### config.mk
export PLATFORM = sky130hd
export DESIGN_NAME = imem_fetch_ctrl
export DESIGN_NICKNAME = d
export VERILOG_FILES = /design/src/rtl/imem_fetch_ctrl.sv
export SDC_FILE = /design/constraint.sdc
export NUM_CORES = 1
export LEC_CHECK = 0
export BUFFER_PORTS_ARGS = -buffer_cell sky130_fd_sc_hd__buf_2
export CELL_PAD_IN_SITES_DETAIL_PLACEMENT = 0
export CELL_PAD_IN_SITES_GLOBAL_PLACEMENT = 1
export CORE_MARGIN = 10
export CORE_UTILIZATION = 30
export CTS_CLUSTER_DIAMETER = 30
export CTS_CLUSTER_SIZE = 16
export DETAILED_ROUTE_END_ITERATION = 8
export PLACE_DENSITY_LB_ADDON = 0.25
export SYNTH_ARGS = -nofsm -noshare
export SYNTH_HDL_FRONTEND = slang
export SYNTH_SLANG_ARGS = --single-unit
### constraint.sdc
create_clock -name CLK -period 2.11 [get_ports CLK]
set_input_delay 0.3165 -clock CLK [delete_from_list [all_inputs] [get_ports CLK]]
set_output_delay 0.3165 -clock CLK [all_outputs]
set_load 0.02 [all_outputs]
### src/rtl/imem_fetch_ctrl.sv
// Fetch sequencer between the read-only instruction memory and decode: owns the PC, waits out
// the memory latency, hands words to decode over valid/ready, applies branch redirects.
// Optional perf counters: define FETCH_PERF_EN to enable FetchCount/RedirectCount.
//
// Handshake: a word moves to decode on a rising edge where InstrValid && InstrReady are both 1.
// While InstrValid is 1, Instr and InstrPC do not change until that transfer or a redirect.
module imem_fetch_ctrl #(
  parameter int unsigned WAIT_CYCLES = 2,
  parameter logic [63:0] RESET_PC    = 64'h0,
  parameter logic [63:0] PC_LIMIT    = 64'h064
) (
  input  logic        CLK,
  input  logic        Reset,
  output logic [63:0] IMemAddress,
  input  logic [31:0] IMemData,
  output logic [31:0] Instr,
  output logic [63:0] InstrPC,
  output logic        InstrValid,
  input  logic        InstrReady,
  input  logic        BranchTaken,
  input  logic [63:0] BranchTarget,
  output logic        Halted,
  output logic        MisalignErr,
  output logic [31:0] FetchCount,
  output logic [31:0] RedirectCount,
  output logic [1:0]  dbg_state
);

  localparam int unsigned CW = (WAIT_CYCLES < 2) ? 1 : $clog2(WAIT_CYCLES);
  localparam logic [CW-1:0] LAST_CNT = CW'(WAIT_CYCLES - 1);

  typedef enum logic [1:0] {
    ST_WAIT = 2'd0,
    ST_HOLD = 2'd1,
    ST_HALT = 2'd2
  } state_t;

  state_t        state;
  logic [63:0]   pc;
  logic [CW-1:0] wait_cnt;
  logic          transfer;
  logic          redirect_ok;

  assign IMemAddress = pc;
  assign dbg_state   = state;
  assign transfer    = (state == ST_HOLD) && InstrValid && InstrReady;
  assign redirect_ok = (state != ST_HALT) && BranchTaken && (BranchTarget[1:0] == 2'b00);

  always_ff @(posedge CLK) begin
    if (Reset) begin
      state       <= ST_WAIT;
      pc          <= RESET_PC;
      wait_cnt    <= '0;
      Instr       <= 32'h0;
      InstrPC     <= 64'h0;
      InstrValid  <= 1'b0;
      Halted      <= 1'b0;
      MisalignErr <= 1'b0;
    end else if (state == ST_HALT) begin
      InstrValid <= 1'b0;
    end else if (BranchTaken) begin
      // Redirect wins over capture and transfer; any held or in-flight word is dropped.
      InstrValid <= 1'b0;
      wait_cnt   <= '0;
      if (BranchTarget[1:0] != 2'b00) begin
        MisalignErr <= 1'b1;
        Halted      <= 1'b1;
        state       <= ST_HALT;
      end else begin
        pc <= BranchTarget;
        if (BranchTarget >= PC_LIMIT) begin
          Halted <= 1'b1;
          state  <= ST_HALT;
        end else begin
          state <= ST_WAIT;
        end
      end
    end else if (state == ST_WAIT) begin
      if (pc >= PC_LIMIT) begin
        Halted <= 1'b1;
        state  <= ST_HALT;
      end else if (wait_cnt == LAST_CNT) begin
        Instr      <= IMemData;
        InstrPC    <= pc;
        InstrValid <= 1'b1;
        pc         <= pc + 64'd4;
        state      <= ST_HOLD;
      end else begin
        wait_cnt <= wait_cnt + CW'(1);
      end
    end else if (state == ST_HOLD) begin
      if (InstrReady) begin
        InstrValid <= 1'b0;
        wait_cnt   <= '0;
        // PC already points at the next word, so the limit is checked on the way back to WAIT.
        if (pc >= PC_LIMIT) begin
          Halted <= 1'b1;
          state  <= ST_HALT;
        end else begin
          state <= ST_WAIT;
        end
      end
    end else begin
      InstrValid <= 1'b0;
      Halted     <= 1'b1;
      state      <= ST_HALT;
    end
  end

`ifdef FETCH_PERF_EN
  logic [31:0] fetch_cnt;
  logic [31:0] redirect_cnt;

  always_ff @(posedge CLK) begin
    if (Reset) begin
      fetch_cnt    <= 32'h0;
      redirect_cnt <= 32'h0;
    end else begin
      if (transfer && (fetch_cnt != 32'hFFFF_FFFF)) fetch_cnt <= fetch_cnt + 32'd1;
      if (redirect_ok && (redirect_cnt != 32'hFFFF_FFFF)) redirect_cnt <= redirect_cnt + 32'd1;
    end
  end

  assign FetchCount    = fetch_cnt;
  assign RedirectCount = redirect_cnt;
`else
  logic unused_perf;
  assign unused_perf   = transfer ^ redirect_ok;
  assign FetchCount    = 32'h0;
  assign RedirectCount = 32'h0;
`endif

endmodule
; Word level (Yosys, flattened, before mapping)
; Index checks and enable logic that the tools add are counted.
[word_totals]
ff_bits = 166
inputBits = 100
output_inout_bits = 229
elab_cells = 71
[classes]
addsub = 2
order_cmp = 2
eq_ne = 11
n_mux = 31
n_bitwise = 3
n_reduce_logical = 14
[ops]
columns = operator, count
row1 = 2-to-1 mux 64 bit, 5
row2 = "greater-or-equal comparator 64 x 7 -> 1 bit, second input constant", 2
row3 = "adder 64 x 3 -> 64 bit, second input constant", 1
row4 = 2-to-1 mux 2 bit, 9
row5 = 2-to-1 mux 1 bit, 17
row6 = AND reduction 3 bit, 4
row7 = AND reduction 5 bit, 2
row8 = "!= test 2 bit, second input constant", 4
row9 = "!= test 4 x 3 -> 1 bit, second input constant", 2
row10 = nonzero test 2 bit, 3
row11 = nonzero test 3 bit, 2
row12 = AND reduction 4 bit, 1
row13 = "!= test 3 x 1 -> 1 bit, second input constant", 1
row14 = "!= test 3 x 2 -> 1 bit, second input constant", 1
row15 = "!= test 3 bit, second input constant", 1
row16 = inverter 1 bit, 3
row17 = OR reduction 3 bit, 1
row18 = "equality test 2 x 1 -> 1 bit, second input constant", 1
row19 = "equality test 2 bit, second input constant", 1
row20 = logical NOT 2 bit, 1
row21 = "adder 1 bit, second input constant", 1

; Depth between registers and ports, before layout
[logic_depth]
ltp_word = 6
mapped_depth = 12
depth_no_buf = 9

; Worst setup path after synthesis
; No wires, ideal clock.
[synth_path]
path_type = register to register
start = register pc[2] (netlist: IMemAddress[2])
end = register pc[62] (netlist: IMemAddress[62])
setup_ns = 0.070
t_arrival_ns = 2.377
required_ns = 2.040
path_slack_ns = -0.337
stages_incl_launch_ff = 12
n_path_buf = 3
synth_period_minus_slack_ns = 2.447
cell_sequence = dfxtp_1 > ha_1 > or3b_1 > a311oi_1 > nor3_1 > and3_1 > clkbuf_1 > nor2_1 > buf_2 > buf_2 > nand2_1 > a21oi_1
[synth_via]
elab_chain_len = 5
word_cells_on_any_way = 8
cone_classes = add/sub: 1 / order compare: 1 / eq/ne: 1 / mux: 4 / reduce/logical: 1
[synth_lines]
columns = element, line
row1 = "start, declared", 39  ; logic [63:0] pc;
row2 = "start signal, assigned", 70  ; pc <= BranchTarget;
row3 = "start signal, assigned", 86  ; pc <= pc + 64'd4;
row4 = adder 64 x 3 -> 64 bit, 86
row5 = 2-to-1 mux 64 bit, 82  ; end else if (wait_cnt == LAST_CNT) begin
row6 = 2-to-1 mux 64 bit, 79  ; if (pc >= PC_LIMIT) begin
row7 = 2-to-1 mux 64 bit, 78  ; end else if (state == ST_WAIT) begin
row8 = 2-to-1 mux 64 bit, 61  ; end else if (BranchTaken) begin
; Several ways; a longest one is shown, not always the timed one. The select of a mux whose other input is x is not followed.
; A chain may end at the register's enable or synchronous reset.

; Final worst setup path
[layout_path]
start = register pc[3] (netlist: IMemAddress[3])
end = register pc[12] (netlist: IMemAddress[12])
; The elaborated chain is that of the path after synthesis.

==> impl_results.md <==
- Cell Chain, Critical Path: inv_4 > ha_4 > or3b_4 > a311oi_4 > nor3_4 > and3_4 > nor2_4 > buf_12 > a2bb2oi_2 > nor2_1
- Worst EP arrival: 2.47 ns
- H-tree levels: 4
- Placed instance count: 1511
- Top-Level Pins: 329
- Critical Path Sink Type: register
- Tightest Pin Transition: between 0.5 and 0.6 ns
- Final non-filler cell total: about 1500
- Max cap viols: 0
- Detailed-route via count: 7164
- TritonCTS Buffers: 17
- Met2 usage: 0.2876
- Hold Crit Endpoint: Instr[8]
- Tmin final: ~2.2 ns
- Startpoint Class: register
- Synthesis-stage register bit count: 166
- Initial antenna violation count: 0
- Gr usage total: 0.1778
- Maximum clock rate: about 470 MHz
- ANT nets after route: 0
- Met3 Use GR: 0.04291
- FFs w/ async S/R, synth: 0
- DRT Pass-1 Iters: 5
- FF+latch area: roughly 0.0034 mm2
- Hold buffer count at cts: 0
- Hold Startpoint: IMemData[8]
- Total gr overflow: 0
- Worst-path cell with the longest stage delay: or3b_4
- WP data required: 2.43 ns
- Layout cell share with drive strength beyond 1: 0.4187
- Leak: 4.844 nW
- WL per Instance: 18.01 um
- CTS root buf: clkbuf_16
- Starting Density: 0.3032
- Period utilisation layout: 1.019
- Final WS setup: -0.04041 ns
- CP peak stage delay: 0.37 ns
- Row count: between 50 and 60
- Cell type with the largest total area after synthesis: dfxtp_1
- Slew Limit Headroom: 0.6448
- R2R depth: 10
- FF-to-FF End: IMemAddress[12]
- Clock Path Buffers: 2
- Fin util: 0.4557
- Setup CP Type: register to register
- Nets: 1320
- Area growth syn-to-layout: 50.26%
- Most frequent cells in the layout: 263 x buf_2, 153 x dfxtp_1, 125 x buf_4, 119 x nand2_1, 72 x a21oi_1
- Slew Viols, Final: 0
- Sequential-to-total area share from yosys stat: 0.4697
- IO Port Bufs: 264
- Crit-path max FO: 14
- Worst clock skew: approximately 0.01 ns
- Final WL: 27.91 mm
- Final hold violations: 0
- Multi-input logic area: between 0.003 and 0.004 mm2
- Largest net degree at the start of global routing: 58
- Main area contributors after synthesis: dfxtp_1 47%, buf_4 6.8%, nand2_1 6.7%, a21oi_1 5.7%, and2_1 5.1%
- Post-DP HPWL: 21.45 mm
- Status: finished, violations left
- Number of synthesized flops with an enable pin: 0
- Clk_lat worst skew: 0.44 ns
- Distinct cells, synth: 56
- Unrepaired setup endpoints after global routing: yes
- Gr busiest metal: met2
- Fill cell total of the finished layout: 2412
- Post-Syn Area: 0.007076 mm2
- Vias per inst: 4.625
- Synthesis warning total: 0
- Clock Sinks: between 150 and 200
- Commonest non-fill, non-tap cell in the layout: buf_2
- First-pass GRT wire length: 42.50 mm
- Mapped Cells: 844
- Worst reg2reg path startpoint: IMemAddress[3]
- Pwr Density: 679.7 mW/mm2
- Die width: 173.6 um
- Initial DRC Count: 490
- Failing checks: setup timing
- Clock-pin slew on the worst setup and hold paths: roughly 0.08 ns
- Chip Height: 173.6 um
- Mean Syn Cell Area: 8.383 um2
- Setup violators final: 73
- Core outline area: 0.02333 mm2
- Yosys top cell area share: 0.4697
- Residual DRC: 0
- Die area: 0.03013 mm2
- Dominant synthesized flop cell: dfxtp_1
- ANT cells: 0
- HP Class: primary input to register
- Worst vdd ir: 0.0003556 V
- R2r setup slk: -0.04 ns
- Number of global-route vias before repair: 7240
- GR Util met1: 0.2271
- RePlAce Congestion: about 0.83
- CTS tree: done
- WHS Path Cells: 3
- Worst hold margin: ~0.11 ns
[flip-flops by register name, indices dropped and copies added, names as in the netlist]
| register | count |
|---|---|
| IMemAddress | 64 |
| InstrPC | 64 |
| Instr | 32 |
| dbg_state | 2 |
| Halted | 1 |
| InstrValid | 1 |
| MisalignErr | 1 |
| wait_cnt | 1 |
[cell usage after synthesis (3+ instances only)]
cell type / count
a22oi_1: 10
a221oi_1: 6
nor4b_1: 3
o31ai_1: 3
nand2b_1: 3
nand2_1: 126
clkbuf_1: 45
a31oi_1: 4
buf_2: 5
dfxtp_1: 166
o21ai_0: 7
a22o_1: 5
o22ai_1: 4
inv_1: 16
nor2_1: 59
nand3_1: 31
a2bb2oi_1: 9
nor3b_1: 5
a311oi_1: 4
and2_1: 58
o21a_1: 5
a21oi_1: 81
nor3_1: 25
a32o_1: 4
a211oi_1: 9
ha_1: 3
buf_4: 64
nand4_1: 13
and3_1: 8
nor4_1: 32
[what timing repair did]
| action | CTS | global route |
|---|---|---|
| buffers inserted | 2 | 1 |
| setup endpoints to repair | 157 | 158 |
| pin swaps | 7 | 25 |
| gates resized for setup | 22 | 53 |
| gates cloned | 2 | 1 |
[worst max path at each step]
stage	from	slack, ns	end
floorplan	IMemAddress[3]	-0.005	IMemAddress[62]
global placement	BranchTarget[45]	-0.15	dbg_state[1]
detailed placement	IMemAddress[20]	-0.18	InstrPC[24]
CTS	IMemAddress[3]	-0.03	IMemAddress[58]
global route	IMemAddress[3]	-0.15	InstrPC[10]
finish	IMemAddress[3]	-0.04	IMemAddress[12]
[per-layer routing]
layer,vias up,wire [um],share of wire
met5,-,0,0
li1,3584,-,-
met2,252,13110,0.47
met1,3296,12550,0.45
met4,0,539,0.019
met3,32,1703,0.061
[report_power, final]
| part | leakage [nW] | internal, mW | switching, mW |
|---|---|---|---|
| Clock | 0.298 | 1.62 | 1.58 |
| Combinational | 3.20 | 0.334 | 0.516 |
| Sequential | 1.35 | 3.16 | 0.0233 |
| Total | 4.84 | 5.11 | 2.12 |
[cells by family (layout without fill, tap and decap cells)]
group           after synthesis  count (layout)  share of synthesized area
buf+inv                     131             454                     0.1043
mux                           2               2                   0.002829
fa+ha+maj                     3               3                   0.005306
simple gates                378             378                     0.2684
other cells                   1              64                  0.0005300
compound gates              163             163                     0.1489
flops                       166             166                     0.4697
[worst max-delay path: cells and delay by family (launching register included)]
kind            cells  cell delay [ns]
buf+inv             2             0.24
fa+ha+maj           1             0.11
flops               1             0.36
simple gates        5             0.85
compound gates      2             0.46
[layout make-up]
cell class / count / area share
clock buffer: 17 / 0.04001
clock inverter: 15 / 0.01801
multi-input combinational: 610 / 0.3371
tap: 319 / 0.03754
timing repair buffer: 405 / 0.2454
inverter: 17 / 0.006238
sequential: 166 / 0.3158
[metrics by stage]
step,worst slack (ns),power [mW],instance area [um2],TNS (ns)
floorplan,-0.004995,3.736,7368,-0.04021
global placement,-0.1452,4.028,9560,-7.703
detailed placement,-0.1847,4.026,9560,-15.36
CTS,-0.02864,7.284,10360,-0.2306
global route,-0.1457,7.537,10630,-11.02
finish,-0.04041,7.226,10630,-1.157
No activity file was read; power rests on OpenSTA's default activity.
